<file path="config.mk">
export PLATFORM = sky130hd
export DESIGN_NAME = kd_tree_root_ctrl
export DESIGN_NICKNAME = d
export VERILOG_FILES = /design/src/rtl/kd_tree_pkg.sv /design/src/rtl/kd_timeout_counter.sv /design/src/rtl/kd_tree_root_ctrl.sv
export SDC_FILE = /design/constraint.sdc
export NUM_CORES = 1
export LEC_CHECK = 0
export CAP_MARGIN = 20
export CORE_ASPECT_RATIO = 1.25
export CORE_MARGIN = 1.5
export CORE_UTILIZATION = 41
export DETAILED_ROUTE_END_ITERATION = 7
export DONT_BUFFER_PORTS = 1
export MAX_ROUTING_LAYER = met4
export REMOVE_ABC_BUFFERS = 1
export SYNTH_ARGS = -nofsm -noshare
export SYNTH_HDL_FRONTEND = slang
export SYNTH_SLANG_ARGS = --single-unit
export TNS_END_PERCENT = 30
</file>
<file path="constraint.sdc">
create_clock -name clk -period 4.4 [get_ports clk]
set_input_delay 0.88 -clock clk [delete_from_list [all_inputs] [get_ports clk]]
set_output_delay 0.88 -clock clk [all_outputs]
set_load 0.02 [all_outputs]
</file>
<file path="src/rtl/kd_tree_pkg.sv">
// rtl/kd_tree_pkg.sv - shared kd-tree command encodings, sequencer states and payload layout
package kd_tree_pkg;

    localparam int CMD_NOP              = 0;
    localparam int CMD_CONFIGURE_SORT   = 1;
    localparam int CMD_START_SORT       = 2;
    localparam int CMD_WAIT_SORT_ACK    = 3;
    localparam int CMD_SEND_SORT_ACK    = 4;
    localparam int CMD_SWITCH_WITH_TOP  = 5;
    localparam int CMD_SWITCH_WITH_DOWN = 6;

    // Configure payload: axis in the low AXIS_W bits, 8-bit ttl directly above it.
    localparam int CFG_AXIS_LSB = 0;
    localparam int CFG_TTL_W    = 8;

    typedef enum logic [2:0] {
        ST_IDLE     = 3'd0,
        ST_CFG      = 3'd1,
        ST_START    = 3'd2,
        ST_WAIT_ACK = 3'd3,
        ST_DONE     = 3'd4
    } root_state_e;

    function automatic int axis_width(input int dim);
        return (dim <= 2) ? 1 : $clog2(dim);
    endfunction

    function automatic int cfg_ttl_lsb(input int dim);
        return CFG_AXIS_LSB + axis_width(dim);
    endfunction

endpackage

</file>
<file path="src/rtl/kd_timeout_counter.sv">
// rtl/kd_timeout_counter.sv - loadable down-counter that flags expiry when it reaches zero
module kd_timeout_counter #(
    parameter int W = 10
) (
    input  logic         clk,
    input  logic         rst,
    input  logic         load_i,
    input  logic [W-1:0] load_val_i,
    input  logic         en_i,
    output logic         expired_o
);

    logic [W-1:0] count_q;

    always_ff @(posedge clk or posedge rst) begin
        if (rst) begin
            count_q <= '0;
        end else if (load_i) begin
            count_q <= load_val_i;
        end else if (en_i && (count_q != '0)) begin
            count_q <= count_q - 1'b1;
        end
    end

    assign expired_o = (count_q == '0);

endmodule

</file>
<file path="src/rtl/kd_tree_root_ctrl.sv">
// rtl/kd_tree_root_ctrl.sv - build-pass sequencer driving configure/start beats into the kd-tree root
module kd_tree_root_ctrl
    import kd_tree_pkg::*;
#(
    parameter int DIM     = 3,
    parameter int DEPTH   = 4,
    parameter int DATA_W  = 16,
    parameter int CMD_W   = 3,
    parameter int TIMEOUT = 1024
) (
    input  logic              clk,
    input  logic              rst,
    input  logic              start,
    output logic              alert_to_root,
    output logic [CMD_W-1:0]  command_to_root,
    output logic [DATA_W-1:0] data_to_root,
    input  logic              alert_from_root,
    input  logic [CMD_W-1:0]  command_from_root,
    output logic              busy,
    output logic              done,
    output logic              error,
    output logic [7:0]        level
);

    localparam int AXIS_W  = axis_width(DIM);
    localparam int TTL_LSB = cfg_ttl_lsb(DIM);
    localparam int TMR_W   = (TIMEOUT > 1) ? $clog2(TIMEOUT) : 1;

    localparam logic [7:0]        LAST_LEVEL = 8'(DEPTH - 1);
    localparam logic [AXIS_W-1:0] LAST_AXIS  = AXIS_W'(DIM - 1);
    localparam logic [CMD_W-1:0]  C_NOP      = CMD_W'(CMD_NOP);
    localparam logic [CMD_W-1:0]  C_CFG      = CMD_W'(CMD_CONFIGURE_SORT);
    localparam logic [CMD_W-1:0]  C_START    = CMD_W'(CMD_START_SORT);
    localparam logic [CMD_W-1:0]  C_ACK      = CMD_W'(CMD_SEND_SORT_ACK);

    root_state_e       state_q;
    logic              alert_q;
    logic [CMD_W-1:0]  cmd_q;
    logic [DATA_W-1:0] data_q;
    logic              busy_q;
    logic              done_q;
    logic              error_q;
    logic [7:0]        level_q;
    logic [AXIS_W-1:0] axis_q;

    logic              ack;
    logic              tmr_expired;
    logic [7:0]        level_d;
    logic [AXIS_W-1:0] axis_d;

    function automatic logic [DATA_W-1:0] cfg_payload(input logic [7:0] lvl,
                                                      input logic [AXIS_W-1:0] ax);
        logic [DATA_W-1:0] p;
        p = '0;
        p[CFG_AXIS_LSB +: AXIS_W]  = ax;
        p[TTL_LSB +: CFG_TTL_W]    = LAST_LEVEL - lvl;
        return p;
    endfunction

    assign ack = alert_from_root && (command_from_root == C_ACK);

    // Axis is tracked as a wrapping counter beside level, so no modulo is needed.
    assign level_d = level_q + 8'd1;
    assign axis_d  = (axis_q == LAST_AXIS) ? '0 : axis_q + 1'b1;

    kd_timeout_counter #(
        .W (TMR_W)
    ) u_timeout (
        .clk        (clk),
        .rst        (rst),
        .load_i     (state_q == ST_START),
        .load_val_i (TMR_W'(TIMEOUT - 1)),
        .en_i       (state_q == ST_WAIT_ACK),
        .expired_o  (tmr_expired)
    );

    // Beat registers are written on the transition into a state, so each
    // beat is visible during the cycle the FSM spends in CFG or START.
    always_ff @(posedge clk or posedge rst) begin
        if (rst) begin
            state_q <= ST_IDLE;
            alert_q <= 1'b0;
            cmd_q   <= C_NOP;
            data_q  <= '0;
            busy_q  <= 1'b0;
            done_q  <= 1'b0;
            error_q <= 1'b0;
            level_q <= 8'd0;
            axis_q  <= '0;
        end else begin
            alert_q <= 1'b0;
            cmd_q   <= C_NOP;
            data_q  <= '0;
            done_q  <= 1'b0;
            case (state_q)
                ST_IDLE: begin
                    if (start) begin
                        state_q <= ST_CFG;
                        level_q <= 8'd0;
                        axis_q  <= '0;
                        busy_q  <= 1'b1;
                        error_q <= 1'b0;
                        alert_q <= 1'b1;
                        cmd_q   <= C_CFG;
                        data_q  <= cfg_payload(8'd0, '0);
                    end
                end
                ST_CFG: begin
                    state_q <= ST_START;
                    alert_q <= 1'b1;
                    cmd_q   <= C_START;
                end
                ST_START: begin
                    state_q <= ST_WAIT_ACK;
                end
                ST_WAIT_ACK: begin
                    // An ack in the expiry cycle takes priority over the timeout.
                    if (ack) begin
                        if (level_q == LAST_LEVEL) begin
                            state_q <= ST_DONE;
                            done_q  <= 1'b1;
                        end else begin
                            state_q <= ST_CFG;
                            level_q <= level_d;
                            axis_q  <= axis_d;
                            alert_q <= 1'b1;
                            cmd_q   <= C_CFG;
                            data_q  <= cfg_payload(level_d, axis_d);
                        end
                    end else if (tmr_expired) begin
                        state_q <= ST_IDLE;
                        error_q <= 1'b1;
                        busy_q  <= 1'b0;
                    end
                end
                ST_DONE: begin
                    state_q <= ST_IDLE;
                    busy_q  <= 1'b0;
                end
                default: begin
                    state_q <= ST_IDLE;
                    busy_q  <= 1'b0;
                end
            endcase
        end
    end

    assign alert_to_root   = alert_q;
    assign command_to_root = cmd_q;
    assign data_to_root    = data_q;
    assign busy            = busy_q;
    assign done            = done_q;
    assign error           = error_q;
    assign level           = level_q;

endmodule
</file>
==> report_table.html <==
<table>
<tr><th>Metric</th><th>Value</th></tr>
<tr><th colspan="2">Clocking</th></tr>
<tr><td>Clock net sink count</td><td>39</td></tr>
<tr><td>Buffers from clock root to sink, at most</td><td>2</td></tr>
<tr><td>Cts repair resizes</td><td>0</td></tr>
<tr><td>Num CTS Buffers</td><td>5</td></tr>
<tr><td>Clock tree from TritonCTS</td><td>yes</td></tr>
<tr><td>Clock root buffer</td><td>clkbuf_8</td></tr>
<tr><td>Post-CTS setup-driven buffer insertion count</td><td>0</td></tr>
<tr><td>Hold_buf cts</td><td>0</td></tr>
<tr><td>Clock insertion delay at the later pin of the skew report</td><td>slightly below 300 ps</td></tr>
<tr><td>Number of H-tree branching levels</td><td>2</td></tr>
<tr><td>Clock slew at reported path FFs</td><td>approximately 70 ps</td></tr>
<tr><th colspan="2">Power</th></tr>
<tr><td>Power Internal</td><td>620.5 uW</td></tr>
<tr><td>Lkg Pwr</td><td>just under 0.9 nW</td></tr>
<tr><td>Sequential cell fraction of total power</td><td>a little over half</td></tr>
<tr><td>Switching power as a share of total power</td><td>between 30% and 40%</td></tr>
<tr><td>Power Dens Cells</td><td>469.1 nW/um2</td></tr>
<tr><td>Net switching power</td><td>about 350 uW</td></tr>
<tr><td>VDD IR max</td><td>0.1978 mV</td></tr>
<tr><td>Portion of total power attributed to the clock network</td><td>24.8%</td></tr>
<tr><td>Final Total Pwr</td><td>just under 1 mW</td></tr>
<tr><td>Share of power burned in combinational logic</td><td>approximately 22%</td></tr>
<tr><th colspan="2">STA</th></tr>
<tr><td>Final Setup Violations</td><td>0</td></tr>
<tr><td>Slew at the pin closest to its max-slew limit</td><td>approximately 760 ps</td></tr>
<tr><td>Worst path setup slack after routing</td><td>between 1500 and 2000 ps</td></tr>
<tr><td>Final Hold Violating Endpoints</td><td>0</td></tr>
<tr><td>FMAX</td><td>0.3760 GHz</td></tr>
<tr><td>Setup repair after global routing missed its margin</td><td>false</td></tr>
<tr><td>Count of pins over their slew limit</td><td>0</td></tr>
<tr><td>Final sum of negative setup slack</td><td>0 ps</td></tr>
<tr><td>Worst hold slack</td><td>446.1 ps</td></tr>
<tr><td>Max-slew headroom</td><td>49.09%</td></tr>
<tr><td>Worst Clk Skew</td><td>7.712 ps</td></tr>
<tr><td>Post-layout minimum cycle time</td><td>around 2700 ps</td></tr>
<tr><td>Post-route fraction of the period consumed by the critical path</td><td>60.45%</td></tr>
<tr><th colspan="2">Detailed routing</th></tr>
<tr><td>DRC Markers</td><td>0</td></tr>
<tr><td>Wire per inst</td><td>around 15 um</td></tr>
<tr><td>Routed via count</td><td>1,358</td></tr>
<tr><td>Total wire length</td><td>roughly 3800 um</td></tr>
<tr><td>ANT nets after route</td><td>0</td></tr>
<tr><td>Initial drt markers</td><td>between 40 and 50</td></tr>
<tr><td>Via-per-instance ratio</td><td>5.284</td></tr>
<tr><td>TritonRoute pass-1 iters</td><td>4</td></tr>
<tr><th colspan="2">Critical path</th></tr>
<tr><td>Worst reg2reg endpoint</td><td>axis_q[1]$_DFFE_PP0P_</td></tr>
<tr><td>Worst setup path class</td><td>flop to flop</td></tr>
<tr><td>Critical Path RT</td><td>4580 ps</td></tr>
<tr><td>Endpoint class of the critical path</td><td>flop</td></tr>
<tr><td>Setup crit start</td><td>level[0]$_DFFE_PP0P_</td></tr>
<tr><td>Maximum fanout along the worst path</td><td>27</td></tr>
<tr><td>Depth of the most critical reg-to-reg path</td><td>7</td></tr>
<tr><td>Worst setup slack for register-to-register paths</td><td>roughly 1700 ps</td></tr>
<tr><td>Data arrival time of the critical path</td><td>between 2000 and 3000 ps</td></tr>
<tr><td>Launch instance of the worst register-to-register path</td><td>level[0]$_DFFE_PP0P_</td></tr>
<tr><td>Crit path launch type</td><td>flop</td></tr>
<tr><th colspan="2">Global route</th></tr>
<tr><td>Pin count of the biggest net entering global routing</td><td>31</td></tr>
<tr><td>Leftover overflow at the end of global routing</td><td>0</td></tr>
<tr><td>Wire length of the first global-routing pass</td><td>~6300 um</td></tr>
<tr><td>Vias in the first global route</td><td>approximately 1,300</td></tr>
<tr><td>Antenna violations before repair</td><td>0</td></tr>
<tr><td>GRT Resource Usage Total</td><td>between 10% and 20%</td></tr>
<tr><th colspan="2">Cells and area</th></tr>
<tr><td>Fill cells</td><td>480</td></tr>
<tr><td>Leading cell types in the layout, fill and taps excluded</td><td>dfrtp_1, nand2_1, nor2_1</td></tr>
<tr><td>Signed area change from the synthesized netlist to the final layout</td><td>3.453%</td></tr>
<tr><td>Fraction of final layout cells sized beyond drive strength 1</td><td>a little under a tenth</td></tr>
<tr><td>Util after Layout</td><td>roughly 44%</td></tr>
<tr><td>Number of nets at the end of the flow</td><td>about 210</td></tr>
<tr><td>Commonest non-fill, non-tap cell in the layout</td><td>dfrtp_1</td></tr>
<tr><td>Count of antenna diodes in the layout</td><td>0</td></tr>
<tr><th colspan="2">Die</th></tr>
<tr><td>Initial standard-cell utilization of the core</td><td>around 42%</td></tr>
<tr><td>I/O pin total</td><td>38</td></tr>
<tr><td>Number of core rows</td><td>28</td></tr>
<tr><td>Chip Width</td><td>about 65 um</td></tr>
<tr><td>DIE AREA</td><td>around 5300 um2</td></tr>
<tr><td>Vertical die dimension</td><td>80.96 um</td></tr>
<tr><td>Core box area</td><td>about 4700 um2</td></tr>
<tr><th colspan="2">Yosys</th></tr>
<tr><td>Count of warnings emitted by yosys</td><td>0</td></tr>
<tr><td>Average cell area after synthesis</td><td>between 9 and 10 um2</td></tr>
<tr><td>Primary flip-flop cell chosen by synthesis mapping</td><td>dfrtp_1</td></tr>
<tr><td>Post-synthesis instance total</td><td>~200</td></tr>
<tr><td>Flip-flop and latch count after synthesis</td><td>39</td></tr>
<tr><td>Fraction of the yosys area taken by sequential cells</td><td>about 49%</td></tr>
<tr><td>Yosys cell types</td><td>46</td></tr>
<tr><td>Number of synthesized flops with an enable pin</td><td>0</td></tr>
<tr><td>Synthesized area</td><td>~2000 um2</td></tr>
<tr><td>Async SR Flop Fraction</td><td>100.0%</td></tr>
<tr><th colspan="2">Run</th></tr>
<tr><td>Number of maximum-capacitance violations</td><td>0</td></tr>
<tr><th colspan="2">Status</th></tr>
<tr><td>Result of the run</td><td>complete, no violations</td></tr>
<tr><th colspan="2">Placement</th></tr>
<tr><td>Pre-CTS setup slack</td><td>1771 ps</td></tr>
<tr><td>Number of I/O port buffers</td><td>0</td></tr>
<tr><td>Detail Placement HPWL</td><td>around 2800 um</td></tr>
<tr><td>RD Place Congestion</td><td>about 0.8</td></tr>
<tr><th colspan="2">Worst hold path</th></tr>
<tr><td>Worst hold path class</td><td>input pin to asynchronous set/reset pin</td></tr>
</table>
==> layout make-up <==
cell class | count | area, um2 | share of cell area (%)
timing repair buffer | 1 | 7.507 | 0.3641
clock buffer | 6 | 82.58 | 4.005
tap | 60 | 75.07 | 3.641
sequential | 39 | 975.9 | 47.33
multi-input combinational | 140 | 873.3 | 42.35
clock inverter | 1 | 5.005 | 0.2427
inverter | 10 | 42.54 | 2.063
==> state kept, by name (all words and copies together) (netlist names) <==
register,flops
axis_q,2
level,8
data_to_root,10
busy,1
error,1
done,1
state_q,3
u_timeout.count_q,10
command_to_root,2
alert_to_root,1
==> worst max-delay path by stage <==
| stage | to | slack, ps | cells past startpoint |
|---|---|---|---|
| floorplan | level[4]$_DFFE_PP0P_ | 2140 | 5 |
| global placement | level[4]$_DFFE_PP0P_ | 1850 | 5 |
| detailed placement | axis_q[1]$_DFFE_PP0P_ | 1770 | 7 |
| CTS | axis_q[1]$_DFFE_PP0P_ | 1760 | 7 |
| global route | level[4]$_DFFE_PP0P_ | 1520 | 6 |
| finish | axis_q[1]$_DFFE_PP0P_ | 1740 | 7 |
==> power by group through the flow <==
| stage | Combinational (mW) | Sequential (mW) | Clock, mW |
|---|---|---|---|
| final | 0.214 | 0.514 | 0.240 |
| after CTS | 0.218 | 0.514 | 0.248 |
| after global routing | 0.250 | 0.524 | 0.266 |
| after floorplan | 0.177 | 0.503 | 0 |
| after global placement | 0.217 | 0.520 | 0 |
| after detailed placement | 0.217 | 0.522 | 0 |
==> metal layers <==
layer / global-route usage [%] / wire length, um
met2: 26.94 / 1906
met3: 5.125 / 181
met1: 19.02 / 1602
met5: - / 0
met4: 6.458 / 65
==> critical path, stage by stage, from the launching register on <==
cell	delay (ps)
dfrtp_1	620
ha_1	410
nor4b_2	300
a211o_1	670
and2_4	350
clkinv_4	60
nand3_2	70
o21ai_2	50
==> synthesized netlist by cell type, types with 2 or more instances <==
| cell | number | area (um2) |
|---|---|---|
| a211oi_1 | 2 | 15.01 |
| nand2b_1 | 4 | 25.02 |
| nor3_1 | 8 | 40.04 |
| and3_1 | 5 | 31.28 |
| xnor2_1 | 7 | 61.31 |
| inv_1 | 9 | 33.78 |
| or3_1 | 2 | 12.51 |
| buf_4 | 7 | 52.55 |
| nand2_1 | 16 | 60.06 |
| xor2_1 | 6 | 52.55 |
| buf_2 | 8 | 40.04 |
| o31ai_1 | 2 | 15.01 |
| buf_6 | 2 | 22.52 |
| nand3b_1 | 2 | 15.01 |
| o21ai_0 | 10 | 50.05 |
| nor2_1 | 15 | 56.30 |
| ha_1 | 3 | 37.54 |
| o21ai_1 | 4 | 20.02 |
| a31oi_1 | 4 | 25.02 |
| o211ai_1 | 2 | 15.01 |
| a21oi_1 | 11 | 55.05 |
| dfrtp_1 | 39 | 975.9 |
| nand3_1 | 9 | 45.04 |
| nor2b_1 | 3 | 18.77 |
==> cells by family after synthesis <==
logic type | count (synthesis) | synth area share (%)
AOI/OAI and AO/OA | 41 | 12.68
buffers and inverters | 29 | 8.349
xor gates and xnor gates | 13 | 5.713
adders and majority gates | 3 | 1.883
DFF | 39 | 48.96
other | 1 | 0.1881
and+or+nand+nor | 76 | 22.22
==> through the flow <==
step,instances,area (um2)
final,257,2062
after global routing,257,2062
after CTS,257,2062
after detailed placement,250,1974
after global placement,250,1974
after floorplan,189,1892
Note: power is estimated with default switching activity, not from simulation.
